$ cat config.mk
export PLATFORM = sky130hd
export DESIGN_NAME = round_robin_pop
export DESIGN_NICKNAME = d
export VERILOG_FILES = /design/src/rtl/round_robin_pop_pkg.sv /design/src/rtl/rr_next_sel.sv /design/src/rtl/round_robin_pop.sv
export SDC_FILE = /design/constraint.sdc
export NUM_CORES = 1
export LEC_CHECK = 0
export BUFFER_PORTS_ARGS = -buffer_cell sky130_fd_sc_hd__buf_2
export CAP_MARGIN = 25
export CORE_ASPECT_RATIO = 1.2
export CORE_UTILIZATION = 35
export CTS_CLUSTER_DIAMETER = 80
export DETAILED_ROUTE_END_ITERATION = 8
export GPL_TIMING_DRIVEN = 0
export PLACE_DENSITY_LB_ADDON = 0.12
export SETUP_SLACK_MARGIN = 0.15
export SLEW_MARGIN = 20
export SYNTH_ARGS = -nofsm -noshare
export SYNTH_HDL_FRONTEND = slang
export SYNTH_SLANG_ARGS = --single-unit
$ cat constraint.sdc
create_clock -name clk -period 4.65 [get_ports clk]
set_input_delay 0.93 -clock clk [delete_from_list [all_inputs] [get_ports clk]]
set_output_delay 0.93 -clock clk [all_outputs]
set_load 0.1 [all_outputs]
$ cat src/rtl/round_robin_pop_pkg.sv
// rtl/round_robin_pop_pkg.sv - shared constants, FSM states and helpers for round_robin_pop
//
// Contents:
//   N_FIFO       number of upstream FIFOs served by the arbiter
//   DW_DEFAULT   default data width
//   rr_state_t   one-hot FSM state encoding
//   idx_to_onehot  2-bit FIFO index to 4-bit one-hot mask
package round_robin_pop_pkg;

    localparam int N_FIFO     = 4;
    localparam int DW_DEFAULT = 6;

    typedef enum logic [3:0] {
        ST_RESET  = 4'b0001,
        ST_ACTIVE = 4'b0010,
        ST_PAUSE  = 4'b0100,
        ST_ERROR  = 4'b1000
    } rr_state_t;

    function automatic logic [3:0] idx_to_onehot(input logic [1:0] idx);
        return 4'b0001 << idx;
    endfunction

endpackage

$ cat src/rtl/rr_next_sel.sv
// rtl/rr_next_sel.sv - combinational round-robin search for the next eligible FIFO
//
// Ports:
//   eligible   in  4  bit i set when FIFO i may be popped this cycle
//   grant_idx  in  2  last granted index; search starts at grant_idx+1
//   found      out 1  some FIFO is eligible
//   idx        out 2  selected FIFO index (valid when found=1)
module rr_next_sel
    import round_robin_pop_pkg::*;
(
    input  logic [3:0] eligible,
    input  logic [1:0] grant_idx,
    output logic       found,
    output logic [1:0] idx
);

    logic [1:0] cand;

    always_comb begin
        found = 1'b0;
        idx   = 2'd0;
        cand  = 2'd0;
        // Walk farthest-first (offset 4 = grant_idx itself) so the nearest
        // eligible candidate after grant_idx is written last and wins.
        for (int k = 4; k >= 1; k--) begin
            cand = grant_idx + 2'(k);
            if (eligible[cand]) begin
                found = 1'b1;
                idx   = cand;
            end
        end
    end

endmodule

$ cat src/rtl/round_robin_pop.sv
// rtl/round_robin_pop.sv - round-robin popper merging four upstream FIFOs into one downstream FIFO
//
// Ports:
//   clk, reset                  clock, synchronous active-high reset
//   fifo_empty[3:0]             upstream empty flags (one cycle stale)
//   fifo_error[3:0]             upstream error flags
//   valid_in[3:0]               upstream read-data valid, one cycle after pop
//   data_in0..data_in3          upstream read data
//   down_almost_full            downstream back-pressure
//   pop[3:0]                    one-hot-or-zero pop request
//   push_out, data_out          downstream write strobe and data
//   error_out                   high while in ERROR
//   grant_idx                   index of the last granted FIFO
module round_robin_pop
    import round_robin_pop_pkg::*;
#(
    parameter int DW     = DW_DEFAULT,
    parameter int N_FIFO = round_robin_pop_pkg::N_FIFO
) (
    input  logic              clk,
    input  logic              reset,
    input  logic [N_FIFO-1:0] fifo_empty,
    input  logic [N_FIFO-1:0] fifo_error,
    input  logic [N_FIFO-1:0] valid_in,
    input  logic [DW-1:0]     data_in0,
    input  logic [DW-1:0]     data_in1,
    input  logic [DW-1:0]     data_in2,
    input  logic [DW-1:0]     data_in3,
    input  logic              down_almost_full,
    output logic [N_FIFO-1:0] pop,
    output logic              push_out,
    output logic [DW-1:0]     data_out,
    output logic              error_out,
    output logic [1:0]        grant_idx
);

    rr_state_t         state, state_nxt;
    logic [1:0]        grant_q;
    logic [N_FIFO-1:0] last_pop_q;
    logic              pend_valid_q;
    logic [1:0]        pend_idx_q;
    logic              push_q;
    logic [DW-1:0]     data_q;

    logic              sel_found;
    logic [1:0]        sel_idx;
    logic [N_FIFO-1:0] eligible;
    logic [N_FIFO-1:0] pend_onehot;
    logic              valid_match;
    logic              violation;
    logic              err_event;
    logic              push_nxt;
    logic [DW-1:0]     pend_data;

    // A FIFO popped last cycle is skipped: its empty flag has not caught up yet.
    assign eligible = ~fifo_empty & ~last_pop_q;

    rr_next_sel u_next_sel (
        .eligible  (eligible),
        .grant_idx (grant_q),
        .found     (sel_found),
        .idx       (sel_idx)
    );

    assign pend_onehot = idx_to_onehot(pend_idx_q);
    // Exact equality with the pending one-hot also rejects multi-bit valid_in.
    assign valid_match = pend_valid_q && (valid_in == pend_onehot);
    // Stray valid_in in the first cycle out of reset belongs to a discarded pop.
    assign violation   = (state != ST_RESET) && (valid_in != '0) && !valid_match;
    assign err_event   = (|fifo_error) || violation;
    assign push_nxt    = valid_match && (state_nxt != ST_ERROR);

    always_comb begin
        pop = '0;
        if (state == ST_ACTIVE && sel_found) begin
            pop = idx_to_onehot(sel_idx);
        end
    end

    always_comb begin
        state_nxt = state;
        case (state)
            ST_RESET:  state_nxt = ST_ACTIVE;
            ST_ACTIVE: begin
                if (err_event)             state_nxt = ST_ERROR;
                else if (down_almost_full) state_nxt = ST_PAUSE;
            end
            ST_PAUSE: begin
                if (err_event)              state_nxt = ST_ERROR;
                else if (!down_almost_full) state_nxt = ST_ACTIVE;
            end
            ST_ERROR:  state_nxt = ST_ERROR;
            default:   state_nxt = ST_ERROR;
        endcase
    end

    always_comb begin
        pend_data = data_in0;
        case (pend_idx_q)
            2'd0: pend_data = data_in0;
            2'd1: pend_data = data_in1;
            2'd2: pend_data = data_in2;
            2'd3: pend_data = data_in3;
            default: pend_data = data_in0;
        endcase
    end

    always_ff @(posedge clk) begin
        if (reset) begin
            state        <= ST_RESET;
            grant_q      <= 2'd3;
            last_pop_q   <= '0;
            pend_valid_q <= 1'b0;
            pend_idx_q   <= 2'd0;
            push_q       <= 1'b0;
            data_q       <= '0;
        end else begin
            state        <= state_nxt;
            last_pop_q   <= pop;
            pend_valid_q <= |pop;
            if (|pop) begin
                pend_idx_q <= sel_idx;
                grant_q    <= sel_idx;
            end
            push_q <= push_nxt;
            if (push_nxt) begin
                data_q <= pend_data;
            end
        end
    end

    assign push_out  = push_q;
    assign data_out  = data_q;
    assign error_out = (state == ST_ERROR);
    assign grant_idx = grant_q;

endmodule

==> run summary, run 1 <==
The flow ran to the end, and the final reports show no timing, DRC or antenna violations. Setup violations remaining at the end of the flow were counted as 0. Global routing finished with a remaining overflow of 0.

The multiplexer share of the synthesized area is 0.136. In this run the remaining antenna-violating nets after routing total 0. The growth of design area from synthesis to finish works out to 29.5%. For the post-synthesis cell type count, the log shows 40.

Max-cap violations in this run came to 0. In this run the count of I/O pins placed on the die edge is 53. The tools report the type of origin of the critical path as an input port. Setup repair after global routing left no endpoint under its margin.

The run gives 0.165 as the global-route usage over all layers. The maximum fanout along the worst path works out to 5. Number of warnings printed during yosys synthesis: 0.

Detailed routing inserted a total of 1168 vias. Compound-gate portion of the synthesized area: 0.201. The path class of the tightest hold or removal check is flop to flop.

The number of hold-repair buffers added at the cts stage came out at 0. Counting the buffers created by CTS gives 3. The insertion delay of the later-clocked pin in the worst-skew pair is 0.30 ns. The run gives 1 as the CTS H-tree depth.

The wire-length estimate of the detail-placed layout is 2150 microns. The final hold violation count is 0. For the top achievable clock speed, the log shows 278 MHz. The run gives 0.000342 W as the total power of the final layout.

The total number of nets in the final design was 217. The count of antenna diodes in the layout is 0, and the peak supply drop is 0.000104 V. The root buffer cell chosen for the clock tree is sky130_fd_sc_hd__clkbuf_4. After detailed routing, the total wire length is 2660 microns.

The detailed router finished its first iteration with 36 violations. Counting along the longest clock path gives a buffer depth of 2. After synthesis, the mean cell area works out to 9.55 sq um. The floorplan has 22 rows.

The run gives 1027 as the number of global-route vias before repair. The count of buffers added by post-CTS timing repair for setup is 0. Dividing total power by cell area gives a power density of 228 nW/um^2. The slew of the pin with the lowest slew margin is 0.737 ns. The kind of critical path was input port to output pin. The count of buffers added on input and output ports is 52. After synthesis, the largest family of logic cells by area is simple AND/OR/NAND/NOR gates. For the worst setup path, the data arrival time is 2.66 ns.

Final critical-path share of the clock period: 0.773. The tree built by TritonCTS fans out to 20 sinks. The congestion estimate from routability-driven global placement came to 0.744. The floorplan step set the die height to 65.0 microns. The relative slew slack is 0.509, and the synthesized cell area is 1160 sq um.

The synthesized flop and latch total was 20. The run gives 0 as the initial antenna violation count. The setup TNS was 0 ns; the starting density of the core was 0.372.

Total iterations of the first detailed-routing run: 4. Portion of the post-synthesis area used by sequential elements: 0.346. TritonCTS built the clock tree.

Synthesis produced a netlist whose cell count is 121. The number of placed instances, taps included, is 209. When the netlist entered floorplanning its net count stood at 160. Number of cells in the finished layout apart from fillers: 213. Category of the worst setup path capture point: an output pin. The met1 usage in global routing was 0.198. The share of cells above drive strength 1 was 0.401. The total count of max-transition violations in the final report is 0. The logs give 0.481 for the final design utilization and 12 for the maximum number of pins on one net before global-route repair. The fraction of the mapped netlist area in adder cells works out to 0. The worst path in the final design needs a cycle of 3.59 ns, including I/O delays and setup. The global-route layer with the greatest usage was met2. The static leakage came out at 0.638 nW. The floorplan core area is 3110 sq um, and the die width is 54.5 microns. The fraction of synthesis flops using an asynchronous set or reset pin came out at 0.

The number of enable-type register cells in the synthesized netlist works out to 0. For the met3 global-route usage, the log shows 0.0258. Number of design rule violations left after detail routing: 0. The floorplan step defined a die boundary enclosing 3540 sq um. After detailed routing, the number of vias per cell comes to 5.48. The per-cell routed wire length is 12.5 microns. The met2 routing resource usage after global routing was 0.277. The post-synthesis simple-gate area fraction was 0.286.

The predominant post-synthesis flop cell is sky130_fd_sc_hd__dfxtp_1. The area share of xor/xnor cells in the synthesized design came out at 0.00758. Clock-pin slew was measured on the worst setup and hold paths at 0.11 ns.

The tools report the data required time of the critical path as 3.72 ns. Across all hold checks on the routed design, the worst slack comes to 0.490 ns. In this run, post-CTS repair resized a total of 0 instances.

The worst clock skew is 0.00655 ns. The run gives 4260 microns as the global-route wire length before repair.
-- registers in the layout (all words and copies together) (netlist names) --
signal / count
push_out: 1
last_pop_q: 4
pend_idx_q: 2
state: 4
data_out: 6
pend_valid_q: 1
grant_idx: 2
-- critical path, cell delays in order --
cell and delay [ns]:
sky130_fd_sc_hd__buf_2 0.11, sky130_fd_sc_hd__or3b_2 0.45, sky130_fd_sc_hd__a22oi_1 0.24, sky130_fd_sc_hd__o221ai_1 0.28, sky130_fd_sc_hd__nor2_1 0.19, sky130_fd_sc_hd__buf_2 0.45
-- Yosys cell counts (all sizes together), types with 2 or more instances --
cell type,count,area (sq um)
dfxtp,20,400
nor2,20,77.6
a21oi,11,58.8
nand3,8,40.0
o21ai,7,35.0
mux4,6,158
nand2,5,18.8
nor3,4,20.0
and3b,3,26.3
nor2b,3,18.8
nor4b,3,38.8
or2,3,18.8
buf,2,18.8
clkbuf,2,7.51
nand2b,2,12.5
nor3b,2,15.0
o22ai,2,12.5
-- cell families after synthesis --
group,Yosys count
muxes,6
and+or+nand+nor,58
buffers and inverters,4
xor gates and xnor gates,1
AOI/OAI and AO/OA,32
DFF,20
-- stage by stage --
stage / setup slack, ns / cell area [sq um]
2_1_floorplan: 0.202 / 1160
3_3_place_gp: 1.17 / 1460
3_5_place_dp: 1.08 / 1460
4_1_cts: 1.08 / 1500
5_1_grt: 0.963 / 1500
6_report: 1.06 / 1500
-- layout by cell type (no fill, tap or decap), types with 3 or more instances in the layout --
cell                       Yosys  final
sky130_fd_sc_hd__clkbuf_4      0      3
sky130_fd_sc_hd__or2_2         3      3
sky130_fd_sc_hd__mux4_1        6      6
sky130_fd_sc_hd__buf_2         0     52
sky130_fd_sc_hd__nand2_1       5      5
sky130_fd_sc_hd__nor2b_1       3      3
sky130_fd_sc_hd__nor2_1       19     19
sky130_fd_sc_hd__nor3_1        4      4
sky130_fd_sc_hd__and3b_1       3      3
sky130_fd_sc_hd__o21ai_0       6      6
sky130_fd_sc_hd__a21oi_1      10     10
sky130_fd_sc_hd__nand3_1       8      8
sky130_fd_sc_hd__dfxtp_1      20     20
-- layer usage --
layer  vias up  part of all wire
li1        583                 -
met1       534              0.42
met4         0             0.012
met5         -                 0
met3         4             0.062
met2        47              0.50
-- worst paths after layout --
path / startpoint / end / slack [ns] / depth (start not counted)
worst min register to register: data_out[4] / data_out[4] / 0.49 / 2
worst min-delay path: data_out[4] / data_out[4] / 0.49 / 2
worst max-delay path: fifo_empty[0] / pop[0] / 1.06 / 6
worst max register to register: grant_idx[1] / pend_idx_q[0] / 2.83 / 5
-- report_power, final --
group	internal (W)	switching (W)	total [W]	leakage, nW
registers	0.000174	0.00000326	0.000177	0.162
clock network	0.0000478	0.0000539	0.000102	0.0210
logic	0.0000289	0.0000341	0.0000631	0.455
total	0.000250	0.0000913	0.000342	0.638
-- layout make-up --
| class | instances | area [sq um] |
|---|---|---|
| sequential | 20 | 400 |
| multi-input combinational | 97 | 729 |
| clock buffer | 4 | 36.3 |
| timing repair buffer | 52 | 260 |
| tap | 36 | 45.0 |
| buffer | 4 | 26.3 |
| fill | 331 | 1610 |
Power figures use the tool's default switching activity.
==> inputs of run 2 (changes only) <==
- clock period: 4.65 -> 3.5 ns (I/O delays scaled with it)
==> run summary, run 2 (synthesized netlist as in run 1, its figures left out) <==
The flow ran to the end, and the final reports show no timing, DRC or antenna violations. The slack of the critical path came out at 0.417 ns (was 1.06 ns). The post-DP HPWL was 2300 microns (was 2150 microns). The final estimated routing congestion in global placement was 0.812 (was 0.744); the number of cells on the worst reg-to-reg path was 5 (unchanged). The global-route usage over all layers is 0.173 (was 0.165), and the placement-stage worst setup slack is 0.408 ns (was 1.08 ns). Kind of critical path: input port to output pin (unchanged). The detail-routed via count per cell was 5.40 (was 5.48). The clock-pin slew on the worst setup and hold paths came out at 0.13 ns (was 0.11 ns).

Final hold violation count: 0 (unchanged). The peak supply drop came out at 0.000144 V (was 0.000104 V). TritonCTS built the clock tree. The run gives 20 (unchanged) as the number of clock sinks. Terminating pin of the worst hold path: data_out[0] (was data_out[4]). The relative slew slack is 0.489 (was 0.509). The logs give 324 MHz for the top achievable clock speed and 22 (unchanged) for the number of rows in the core area.

The number of flip-flops under the largest register name was 6 (unchanged). The run gives 3540 sq um (unchanged) as the area of the die. The total of buffers placed on input and output ports works out to 52 (unchanged). The clock root buffer was sky130_fd_sc_hd__clkbuf_4 (unchanged). The logs give 3110 sq um (unchanged) for the floorplan core area and 0.00795 ns (was 0.00655 ns) for the worst clock skew. The tools report the final count of negative-setup-slack endpoints as 0 (unchanged). Startpoint of the tightest hold check path: data_out[0] (was data_out[4]). For the number of vias after detailed routing, the log shows 1151 (was 1168). Static leakage: 0.640 nW (was 0.638 nW).

Kind of path behind the tightest hold check: flop to flop (unchanged). The tools report the reg-to-reg critical path startpoint as grant_idx[1] (unchanged). The final critical-path share of the clock period was 0.881.

Endpoint of the worst register-to-register path: pend_idx_q[0] (unchanged). The maximum number of pins on one net before global-route repair is 12 (unchanged), and the buffer depth of the longest clock path is 2 (unchanged). The total count of max-transition violations in the final report is 0 (unchanged). The slew of the pin with the lowest slew margin was 0.759 ns (was 0.737 ns); the final design utilization was 0.487 (was 0.481). The run gives 0.372 (unchanged) as the starting density of the core.

The hold-critical path depth was 2 (unchanged); the count of buffers added by post-CTS timing repair for setup was 0 (unchanged). The arrival time at the worst endpoint came out at 2.38 ns (was 2.66 ns). The logs give 4 (unchanged) for the total iterations of the first detailed-routing run and 0 (unchanged) for the number of hold-repair buffers added at the cts stage. The logs give 0 (unchanged) for the initial antenna violation count and 1 (unchanged) for the CTS H-tree depth. Power density of the placed cells: 306 nW/um^2 (was 228 nW/um^2). The violation count after the first detailed-routing iteration came out at 36 (unchanged). Top library cells by usage in the layout, fill and taps aside: sky130_fd_sc_hd__buf_2 (52), sky130_fd_sc_hd__dfxtp_1 (20), sky130_fd_sc_hd__nor2_1 (17), sky130_fd_sc_hd__a21oi_1 (10), sky130_fd_sc_hd__nand3_1 (8) (was sky130_fd_sc_hd__buf_2 (52), sky130_fd_sc_hd__dfxtp_1 (20), sky130_fd_sc_hd__nor2_1 (19), sky130_fd_sc_hd__a21oi_1 (10), sky130_fd_sc_hd__nand3_1 (8)).

The run gives 0 (unchanged) as the max-cap check violation count. The number of top-level pins was 53 (unchanged); the share of cells above drive strength 1 was 0.418 (was 0.401). The tools report the total number of nets in the final design as 217 (unchanged). The tools report the category of the worst setup path capture point as an output pin (unchanged). The logs give 2.80 ns (was 3.72 ns) for the data required time of the critical path and 0 (unchanged) for the post-CTS resize count. The number of design rule violations left after detail routing came out at 0 (unchanged).

The tools report the global-route wire length before repair as 4510 microns (was 4260 microns). The number of global-route vias before repair is 1084 (was 1027). The aggregate routed wire length is 2870 microns (was 2660 microns).

The insertion delay of the later-clocked pin in the worst-skew pair was 0.31 ns (was 0.30 ns); the register-to-register setup slack was 1.69 ns (was 2.83 ns). The per-cell routed wire length works out to 13.5 microns (was 12.5 microns). The total congestion overflow after global routing came out at 0 (unchanged). The count of antenna diodes in the layout came out at 0 (unchanged). The die width is 54.5 microns (unchanged). The run gives 3 (unchanged) as the number of CTS-inserted buffers. Commonest non-fill, non-tap cell in the layout: sky130_fd_sc_hd__buf_2 (unchanged). The number of nets with antenna violations after detailed routing was 0 (unchanged); the maximum fanout along the worst path was 5 (unchanged). The minimum clock period was 3.08 ns. The type of origin of the critical path is an input port (unchanged). The growth of design area from synthesis to finish was 31.0% (was 29.5%). Setup repair after global routing left no endpoint under its margin. The height of the die came out at 65.0 microns (unchanged).
-- run 2: changes by cell type in the layout (fill, tap and decap cells not counted) --
| cell | change |
|---|---|
| sky130_fd_sc_hd__nor4b_1 | -1 |
| sky130_fd_sc_hd__nor4b_2 | +1 |
| sky130_fd_sc_hd__nor2_4 | +1 |
| sky130_fd_sc_hd__nor2_1 | -2 |
| sky130_fd_sc_hd__nor2_2 | +1 |
-- run 2: area by class of cell --
type                       instances  area (sq um)
multi-input combinational         97           746
fill                             310          1600
clock buffer                       4          36.3
sequential                        20           400
buffer                             4          26.3
timing repair buffer              52           260
tap                               36          45.0
-- run 2: critical path: stages --
cell,delay (ns)
sky130_fd_sc_hd__buf_2,0.11
sky130_fd_sc_hd__or3b_2,0.45
sky130_fd_sc_hd__a22oi_1,0.24
sky130_fd_sc_hd__o221ai_1,0.27
sky130_fd_sc_hd__nor2_1,0.17
sky130_fd_sc_hd__buf_2,0.44
-- run 2: power breakdown --
| group | total [W] | leakage [nW] | internal (W) | switching, W |
|---|---|---|---|---|
| registers | 0.000235 | 0.162 | 0.000231 | 0.00000444 |
| logic | 0.0000864 | 0.457 | 0.0000389 | 0.0000475 |
| clock network | 0.000141 | 0.0210 | 0.0000635 | 0.0000776 |
| total | 0.000463 | 0.640 | 0.000333 | 0.000130 |
-- run 2: worst max path at each step --
stage             startpoint     end  slack, ns  cells after the start
3_3_place_gp   fifo_empty[0]  pop[0]       0.49                      6
6_report       fifo_empty[0]  pop[2]       0.42                      6
2_1_floorplan   grant_idx[1]  pop[0]      -0.44                      4
4_1_cts        fifo_empty[0]  pop[2]       0.41                      6
3_5_place_dp   fifo_empty[0]  pop[2]       0.41                      6
5_1_grt             state[1]  pop[2]       0.28                      5
-- run 2: stage by stage --
stage                     power, W  cells  setup TNS (ns)  instance area (sq um)  hold slack [ns]
after detailed placement  0.000327    209               0                   1480            0.467
after floorplan           0.000293    121          -0.888                   1170            0.560
after CTS                 0.000471    213               0                   1510            0.484
after global routing      0.000485    213               0                   1510            0.514
after global placement    0.000325    209               0                   1480            0.463
final                     0.000463    213               0                   1510            0.481
-- run 2: metal layers --
layer | up-vias | GRT usage | wire length [microns]
met4 | 0 | 0.0673 | 43
met2 | 26 | 0.293 | 1480
met5 | - | 0 | 0
met1 | 536 | 0.208 | 1230
li1 | 585 | - | -
met3 | 4 | 0.0329 | 103
